===== src/rtl/program_loader_if.sv =====
// program_loader_if
//   Byte-stream input and program-memory write port of the program loader.
//   master : stream source / memory side (drives byte_valid, byte_data)
//   slave  : the loader (drives byte_ready and the memory write port)
// Signals:
//   byte_valid  byte_data valid this cycle
//   byte_data   stream byte
//   byte_ready  loader accepts a byte this cycle (transfer = valid & ready)
//   mem_we      program-memory write strobe
//   mem_addr    program-memory write address
//   mem_wdata   program-memory write data
interface program_loader_if #(
  parameter int ADDR_W  = 12,
  parameter int INSTR_W = 16
);
  logic               byte_valid;
  logic [7:0]         byte_data;
  logic               byte_ready;
  logic               mem_we;
  logic [ADDR_W-1:0]  mem_addr;
  logic [INSTR_W-1:0] mem_wdata;

  modport master (
    output byte_valid, byte_data,
    input  byte_ready, mem_we, mem_addr, mem_wdata
  );

  modport slave (
    input  byte_valid, byte_data,
    output byte_ready, mem_we, mem_addr, mem_wdata
  );
endinterface


===== src/rtl/program_loader.sv =====
// program_loader
//   Fills the CPU program memory from a byte stream and holds the CPU in
//   reset until a load completes cleanly.
//   Stream: LEN_HI, LEN_LO (word count N), then N x (INSTR_HI, INSTR_LO),
//   written big-endian to consecutive addresses starting at 0.
//   Optional: define LOADER_CHECKSUM_EN to require one trailing byte equal
//   to the XOR of every preceding stream byte (length bytes included).
// Ports:
//   clk        system clock, rising edge
//   reset      asynchronous, active-low reset
//   start      one-cycle pulse, begins a load (only when not busy)
//   bus        program_loader_if.slave: byte stream in, memory write out
//   cpu_reset  active-high reset to the CPU core
//   busy       load in progress
//   done       last load completed successfully (sticky)
//   error      last load failed (sticky)
//
// state     | meaning
// ----------+--------------------------------------------------
// S_IDLE    | after reset, waiting for start
// S_LEN_HI  | waiting for word-count high byte
// S_LEN_LO  | waiting for word-count low byte, range check
// S_DATA_HI | waiting for instruction high byte
// S_DATA_LO | waiting for instruction low byte
// S_WRITE   | one-cycle memory write, advance index
// S_CHECK   | waiting for checksum byte (checksum build only)
// S_DONE    | load good, CPU released
// S_ERROR   | load failed, CPU held in reset
module program_loader #(
  parameter int ADDR_W    = 12,
  parameter int INSTR_W   = 16,
  parameter int MAX_WORDS = 4096
) (
  input  logic                clk,
  input  logic                reset,
  input  logic                start,
  program_loader_if.slave     bus,
  output logic                cpu_reset,
  output logic                busy,
  output logic                done,
  output logic                error
);

  typedef enum logic [3:0] {
    S_IDLE,
    S_LEN_HI,
    S_LEN_LO,
    S_DATA_HI,
    S_DATA_LO,
    S_WRITE,
`ifdef LOADER_CHECKSUM_EN
    S_CHECK,
`endif
    S_DONE,
    S_ERROR
  } state_t;

  localparam logic [15:0] MAX_LEN = 16'(MAX_WORDS);

`ifdef LOADER_CHECKSUM_EN
  localparam state_t S_FINISH = S_CHECK;
`else
  localparam state_t S_FINISH = S_DONE;
`endif

  state_t             state_q, state_d;
  logic [7:0]         len_hi_q;
  logic [ADDR_W:0]    len_q;
  logic [ADDR_W:0]    idx_q;
  logic [ADDR_W:0]    idx_inc;
  logic [7:0]         hi_q;
  logic [ADDR_W-1:0]  mem_addr_q;
  logic [INSTR_W-1:0] mem_wdata_q;
  logic               busy_q, done_q, error_q, cpu_reset_q;
  logic [15:0]        len_full;
  logic               xfer;
  logic               start_ok;
  logic               last_word;
  logic               ready;
`ifdef LOADER_CHECKSUM_EN
  logic [7:0]         cks_q;
`endif

  assign len_full  = {len_hi_q, bus.byte_data};
  assign idx_inc   = idx_q + {{ADDR_W{1'b0}}, 1'b1};
  assign last_word = (idx_inc == len_q);
  assign xfer      = bus.byte_valid & ready;

  always_comb begin
    ready = 1'b0;
    case (state_q)
      S_LEN_HI, S_LEN_LO, S_DATA_HI, S_DATA_LO: ready = 1'b1;
`ifdef LOADER_CHECKSUM_EN
      S_CHECK: ready = 1'b1;
`endif
      default: ready = 1'b0;
    endcase
  end

  always_comb begin
    state_d  = state_q;
    start_ok = 1'b0;
    case (state_q)
      S_IDLE, S_DONE, S_ERROR: begin
        if (start) begin
          start_ok = 1'b1;
          state_d  = S_LEN_HI;
        end
      end
      S_LEN_HI: if (xfer) state_d = S_LEN_LO;
      S_LEN_LO: begin
        if (xfer) begin
          if (len_full > MAX_LEN)  state_d = S_ERROR;
          else if (len_full == 16'd0) state_d = S_FINISH;
          else                     state_d = S_DATA_HI;
        end
      end
      S_DATA_HI: if (xfer) state_d = S_DATA_LO;
      S_DATA_LO: if (xfer) state_d = S_WRITE;
      S_WRITE:   state_d = last_word ? S_FINISH : S_DATA_HI;
`ifdef LOADER_CHECKSUM_EN
      S_CHECK: begin
        if (xfer) state_d = (bus.byte_data == cks_q) ? S_DONE : S_ERROR;
      end
`endif
      default: state_d = S_IDLE;
    endcase
  end

  // Status flags are registered from the next state so they change on the
  // same edge that enters DONE/ERROR.
  always_ff @(posedge clk or negedge reset) begin
    if (!reset) begin
      state_q     <= S_IDLE;
      busy_q      <= 1'b0;
      done_q      <= 1'b0;
      error_q     <= 1'b0;
      cpu_reset_q <= 1'b1;
    end else begin
      state_q     <= state_d;
      busy_q      <= !(state_d == S_IDLE || state_d == S_DONE || state_d == S_ERROR);
      done_q      <= (state_d == S_DONE);
      error_q     <= (state_d == S_ERROR);
      cpu_reset_q <= (state_d != S_DONE);
    end
  end

  always_ff @(posedge clk or negedge reset) begin
    if (!reset) begin
      len_hi_q    <= '0;
      len_q       <= '0;
      idx_q       <= '0;
      hi_q        <= '0;
      mem_addr_q  <= '0;
      mem_wdata_q <= '0;
    end else if (start_ok) begin
      idx_q      <= '0;
      mem_addr_q <= '0;
    end else begin
      case (state_q)
        S_LEN_HI:  if (xfer) len_hi_q <= bus.byte_data;
        S_LEN_LO:  if (xfer) len_q <= len_full[ADDR_W:0];
        S_DATA_HI: if (xfer) hi_q <= bus.byte_data;
        S_DATA_LO: if (xfer) mem_wdata_q <= {hi_q, bus.byte_data};
        S_WRITE: begin
          idx_q <= idx_inc;
          // The final write of a full 4096-word image would wrap the
          // address to 0; keep the last written address instead.
          if (!last_word) mem_addr_q <= idx_inc[ADDR_W-1:0];
        end
        default: ;
      endcase
    end
  end

`ifdef LOADER_CHECKSUM_EN
  always_ff @(posedge clk or negedge reset) begin
    if (!reset)                         cks_q <= '0;
    else if (start_ok)                  cks_q <= '0;
    else if (xfer && state_q != S_CHECK) cks_q <= cks_q ^ bus.byte_data;
  end
`endif

  assign bus.byte_ready = ready;
  assign bus.mem_we     = (state_q == S_WRITE);
  assign bus.mem_addr   = mem_addr_q;
  assign bus.mem_wdata  = mem_wdata_q;
  assign busy           = busy_q;
  assign done           = done_q;
  assign error          = error_q;
  assign cpu_reset      = cpu_reset_q;

endmodule


===== src/flat_wrapper.sv =====
// flat-port wrapper written by rule: the top's interface ports become plain ports
module program_loader_flat 
#(
  parameter int ADDR_W    = 12,
  parameter int INSTR_W   = 16,
  parameter int MAX_WORDS = 4096
)
  (clk, reset, start, cpu_reset, busy, done, error, bus_byte_valid, bus_byte_data, bus_byte_ready, bus_mem_we, bus_mem_addr, bus_mem_wdata);
  program_loader_if #(.ADDR_W(ADDR_W), .INSTR_W(INSTR_W)) bus_i ();
  input  logic clk;
  input  logic reset;
  input  logic start;
  output logic cpu_reset;
  output logic busy;
  output logic done;
  output logic error;
  input wire logic [$bits(bus_i.byte_valid)-1:0] bus_byte_valid;
  input wire logic [$bits(bus_i.byte_data)-1:0] bus_byte_data;
  output wire logic [$bits(bus_i.byte_ready)-1:0] bus_byte_ready;
  output wire logic [$bits(bus_i.mem_we)-1:0] bus_mem_we;
  output wire logic [$bits(bus_i.mem_addr)-1:0] bus_mem_addr;
  output wire logic [$bits(bus_i.mem_wdata)-1:0] bus_mem_wdata;
  assign bus_i.byte_valid = bus_byte_valid;
  assign bus_i.byte_data = bus_byte_data;
  assign bus_byte_ready = bus_i.byte_ready;
  assign bus_mem_we = bus_i.mem_we;
  assign bus_mem_addr = bus_i.mem_addr;
  assign bus_mem_wdata = bus_i.mem_wdata;
  program_loader #(.ADDR_W(ADDR_W), .INSTR_W(INSTR_W), .MAX_WORDS(MAX_WORDS)) u_core (.clk(clk), .reset(reset), .start(start), .bus(bus_i), .cpu_reset(cpu_reset), .busy(busy), .done(done), .error(error));
endmodule

===== config.mk =====
export PLATFORM = sky130hd
export DESIGN_NAME = program_loader_flat
export DESIGN_NICKNAME = d
export VERILOG_FILES = /design/src/rtl/program_loader_if.sv /design/src/rtl/program_loader.sv /design/src/flat_wrapper.sv
export SDC_FILE = /design/constraint.sdc
export NUM_CORES = 1
export LEC_CHECK = 0
export CAP_MARGIN = 40
export CELL_PAD_IN_SITES_DETAIL_PLACEMENT = 1
export CELL_PAD_IN_SITES_GLOBAL_PLACEMENT = 1
export CORE_MARGIN = 3
export CORE_UTILIZATION = 45
export CTS_BUF_LIST = sky130_fd_sc_hd__clkbuf_8
export CTS_CLUSTER_SIZE = 16
export DETAILED_ROUTE_END_ITERATION = 7
export HOLD_SLACK_MARGIN = 0.1
export MAX_ROUTING_LAYER = met4
export PLACE_DENSITY_LB_ADDON = 0.08
export SYNTH_ARGS = -nofsm -noshare
export SYNTH_HDL_FRONTEND = slang
export SYNTH_SLANG_ARGS = --single-unit
export TNS_END_PERCENT = 10

===== constraint.sdc =====
create_clock -name clk -period 2.75 [get_ports clk]
set_clock_uncertainty 0.2 [all_clocks]
set_input_delay 0.4125 -clock clk [delete_from_list [all_inputs] [get_ports clk]]
set_output_delay 0.4125 -clock clk [all_outputs]
set_load 0.005 [all_outputs]

# After elaboration in Yosys (flattened, before gate mapping)
# Cells that the tools add are included.
op_classes:
  n_mux: 17
  magnitude_cmp: 1
  n_eq_ne: 12
  bitwise: 2
  n_addsub: 1
  reduce_logical: 14
op_table:
  columns: ["operator", "n"]
  rows:
  - ["$mux W12", 3]
  - ["$mux W13", 2]
  - ["$eq A4 B3 Y1 const B", 6]
  - ["$mux W4", 6]
  - ["$pmux W4 S6", 1]
  - ["$gt A16 B13 Y1 const B", 1]
  - ["$logic_not A16 Y1", 1]
  - ["$add A13 B1 Y13 const B", 1]
  - ["$eq A13 B13 Y1", 1]
  - ["$reduce_and A3 Y1", 4]
  - ["$eq A4 B2 Y1 const B", 2]
  - ["$logic_not A4 Y1", 2]
  - ["$mux W3", 2]
  - ["$eq A4 B1 Y1 const B", 1]
  - ["$ne A4 B3 Y1 const B", 1]
  - ["$reduce_or A4 Y1", 1]
  - ["$mux W1", 3]
  - ["$reduce_or A3 Y1", 1]
  - ["$logic_or A1 B1 Y1", 2]
  - ["$ne A2 B1 Y1 const B", 1]
  - ["$reduce_and A2 Y1", 1]
  - ["$reduce_bool A2 Y1", 1]
  - ["$and A1 B1 Y1", 1]
  - ["$logic_not A1 Y1", 1]
  - ["$not A1 Y1", 1]
word_totals:
  word_cells: 58
  register_bits: 78

# Depth between registers and ports, before layout
depth:
  depth_word: 10
  mapped_depth: 11

# Worst setup path after synthesis
# OpenSTA, ideal clock, no wires.
synth_timing:
  path_kind: "reg-to-reg"
  start: "register u_core.idx_q[0]"
  end: "register u_core.mem_addr_q[0], in the netlist u_core.bus.mem_addr[0]"
  required_time_ns: 2.471
  period_less_slack_ns: 2.512
  arrival_time_ns: 2.233
  path_buffers: 2
  path_stages_with_launch: 11
  path_slack_ns: 0.238
  path_cell_list: "dfrtp_1 > ha_1 > xnor2_1 > xnor2_1 > a2111oi_0 > o2111ai_1 > nor4_2 > a21o_1 > buf_6 > buf_12 > mux2i_1"
synth_between:
  elab_chain_cells: 4
  elab_cells_between_ends: 7
  cone_classes: "1 x add/sub; 2 x eq/ne; 3 x mux; 1 x reduce/logical"
synth_lines:
  columns: ["element", "line_no", "rtl"]
  rows:
  - ["start, declared", "program_loader.sv:69", "logic [ADDR_W:0] idx_q;"]
  - ["start signal, assigned", "program_loader.sv:166", "idx_q <= idx_inc;"]
  - ["$add A13 B1 Y13 (*)", "program_loader.sv:85", "assign idx_inc = idx_q + {{ADDR_W{1'b0}}, 1'b1};"]
  - ["$eq A13 B13 Y1 or $mux W12 (tied branches)", "program_loader.sv:86, program_loader.sv:169", null]
  - ["$ne A2 B1 Y1 (no line) or $mux W12 (tied branches)", null, null]
  - ["$reduce_and A2 Y1 (no line) or $mux W12 (tied branches)", null, null]
  - ["end signal, assigned", "program_loader.sv:169", "if (!last_word) mem_addr_q <= idx_inc[ADDR_W-1:0];"]
  - ["end, declared", "program_loader.sv:72", "logic [ADDR_W-1:0] mem_addr_q;"]
# Mark *: on every way between the ends. The rest lies on a longest branch, timed or not. The select of a mux whose other input is x is not followed.
# A chain may end at the register's enable or synchronous reset.

# Worst setup path in the final report
layout_timing:
  start: "register u_core.idx_q[1]"
  end: "register u_core.mem_addr_q[5], in the netlist u_core.bus.mem_addr[5]"
# The elaborated chain is that of the path after synthesis.

==> results.yml <==
finish:
  finish.net_count: 423
  synthToLayoutAreaGrowth_pct: 27.1
  multi_input_area_um2: 1840
  final.fill_count: 891
  antenna_cells: 0
  layout_common_cells: "dfrtp_1, mux2_2, clkdlybuf4s50_1"
  final_common_cell: "dfrtp_1"
  fraction_of_layout_instances_using_a_drive_strength_above_1: 0.306
  regArea_um2: 1960
floorplanning:
  design.die.area_um2: 9680
  fp.dieH_um: 98.4
  core-area_um2: 8260
  std_cell_rows: 33
  pin_count: 46
  start_util: 0.465
  die-width_um: 98.4
pwr:
  power.switching_fraction: 0.296
  share_comb_of_total_power: 0.218
  power.net_switching_uw: 883
  internal_dissipation_mw: 2.10
  vdd_ir_drop_max_v: 0.000362
  share_seq_of_total_power: 0.514
  power_density_nw_per_um2: 612
  reported_leakage_power_nw: 2.25
  power.share.clock: 0.269
timing:
  finalWorstPathRequiredPeriod_ns: 2.64
  worst_slack_ns: 0.112
  fin_crit_sh: 0.959
  fmaxAchievable_ghz: 0.379
  timing.final.max_slew_violations: 0
  final-hold-violation-count: 0
  rsz0062_at_grt: "yes"
  totalNegativeSetupSlack_ns: 0
  setup_viol_count_final: 0
status:
  outcome: "finished clean"
synth:
  synthArstFlopShare: 1.00
  synth-seq-cells: 78
  postSynthAreaPerCell_um2: 11.4
  number_of_synthesized_flops_with_an_enable_pin: 0
  mappedNetlistNets: 349
  yosys_warnings: 0
  seq_area_frac_synth: 0.508
  synth.cell_area_um2: 3840
  yosys_most_used_dff: "dfrtp_1"
  post_synth_num_cell_types: 51
  synth_cells: 336
grt:
  grt_max_degree: 47
  grt_use_total: 0.228
  antenna_found_initial: 0
  first_pass_grt_wire_length_um: 16800
  grt_remaining_overflow: 0
  number_of_global_route_vias_before_repair: 3157
min_path:
  path_class_of_the_lowest_slack_min_delay_path: "reg2reg"
  hold_depth: 1
setup_path:
  crit_path_end_kind: "flip-flop"
  critical_path_class: "reg2reg"
  worst_path_required_ns: 2.81
  r2r.worst_path.cells: 9
  timing.critical_path.fanout_max: 16
  cp_data_arrival_time_ns: 2.70
  crit_path_start_kind: "flip-flop"
clock_network:
  cts_root_buffer: "clkbuf_8"
  cts_setup_buffers: 0
  tritoncts: "built"
  clk_transition_reported_paths_ns: 0.09
  cts_made_buffers: 9
  clock_insertion_delay_worst_skew_ns: 0.35
  max_clock_buf_depth: 2
  clock_sinks: 78
  cts_htree_levels: 3
drt:
  vias_per_cell: 5.54
  routed-via-count: 2883
  antenna_viol_nets_final: 0
  wirelength_routed_um: 9960
  drt-initial-drc-count: 70
  drc: 0
  avgRoutedWirePerCell_um: 19.2
  dr.pass1.iters: 5
job:
  cap_viol_max_count: 0
placement:
  gp_congestion: 0.836
  dp_worst_setup_slack_ns: -0.0812
  dpl.hpwl_um: 7560
  buffer_ports.inserted: 45
==> stage by stage <==
stage	power, mW	util	instance area (µm²)	cells	hold slack (ns)
2_1_floorplan	1.89	-	3840	336	-0.0831
3_3_place_gp	2.15	0.558	4610	503	0.192
3_5_place_dp	2.19	0.558	4610	503	0.189
4_1_cts	3.00	0.581	4800	520	0.314
5_1_grt	3.17	0.591	4880	520	0.330
6_report	2.99	0.591	4880	520	0.310
==> logic make-up (layout without fill, tap and decap cells) <==
group	Yosys count	in the layout	synth area share
AND/OR/NAND/NOR	109	109	0.152
flip-flops	78	78	0.508
multiplexers	59	59	0.169
AO/OA/AOI/OAI	35	35	0.0616
XOR/XNOR	30	30	0.0720
buffers and inverters	23	102	0.0326
adder cells (fa/ha/maj)	1	1	0.00326
other	1	1	0.000976
==> critical path, cell delays in order (launching register included) <==
cell and delay, ns:
dfrtp_1 0.40, ha_2 0.38, xnor2_2 0.13, o211ai_1 0.14, a211oi_2 0.21, o2111ai_1 0.16
nor4_2 0.33, a21o_1 0.20, buf_12 0.17, mux2i_1 0.22
==> sequential cells by signal (all words and copies together) (netlist names) <==
name / count
u_core.bus.mem_addr: 12
u_core.bus.mem_wdata: 16
u_core.busy: 1
u_core.cpu_reset: 1
u_core.done: 1
u_core.error: 1
u_core.hi_q: 8
u_core.idx_q: 13
u_core.len_hi_q: 8
u_core.len_q: 13
u_core.state_q: 4
==> cell usage after synthesis (3+ instances only) <==
cell      count  area, µm²
dfrtp_1      77       1930
mux2_2       46        518
nand2_1      36        135
nor2_1       18       67.6
xnor2_1      17        149
nand3_1      14       70.1
mux2i_1      13        130
xor2_1       12        105
clkbuf_1     11       41.3
a21oi_1       9       45.0
o21ai_0       9       45.0
nand2b_1      5       31.3
nor2b_1       5       31.3
nor4_1        5       31.3
and3_1        4       25.0
buf_2         3       15.0
buf_4         3       22.5
inv_1         3       11.3
nand4_1       3       18.8
nor3_1        3       15.0
nor3b_1       3       22.5
==> metal layers <==
layer / track usage / share of wire / wire length (µm) / vias up
met3: 0.0321 / 0.033 / 331 / 13
met1: 0.303 / 0.45 / 4480 / 1479
met4: 0.0725 / 0.015 / 148 / 0
li1: - / - / - / 1336
met5: - / 0 / 0 / -
met2: 0.363 / 0.50 / 5010 / 55
==> final timing paths <==
check	from	end	slack, ns
max	u_core.idx_q[1]	u_core.bus.mem_addr[5]	0.11
min	u_core.bus.mem_wdata[5]	u_core.bus.mem_wdata[5]	0.31
max reg2reg	u_core.idx_q[1]	u_core.bus.mem_addr[5]	0.11
min reg2reg	u_core.bus.mem_wdata[5]	u_core.bus.mem_wdata[5]	0.31
max in group asynchronous	reset	u_core.idx_q[10]	1.42
min in group asynchronous	reset	u_core.bus.mem_wdata[14]	0.34
==> cell type report <==
type | count | share of cell area
Clock buffer | 10 | 0.0282
Clock inverter | 6 | 0.00897
Inverter | 4 | 0.00307
Multi-Input combinational cell | 235 | 0.378
Sequential cell | 78 | 0.401
Tap cell | 105 | 0.0269
Timing Repair Buffer | 82 | 0.154
==> power groups by stage <==
stage,combinational (mW),clock (mW),sequential (mW)
6_report,0.650,0.802,1.53
5_1_grt,0.714,0.889,1.56
3_5_place_dp,0.633,0,1.56
2_1_floorplan,0.403,0,1.48
3_3_place_gp,0.607,0,1.54
4_1_cts,0.642,0.828,1.53
==> what timing repair did <==
item | 4_1_cts | 5_1_grt
endpoints found under the setup margin | 14 | 17
gates resized for setup | 1 | 22
hold buffers | 1 | 0
pin swaps | 0 | 6
endpoints found under the hold margin | 31 | 0
No activity file was read; power rests on OpenSTA's default activity.
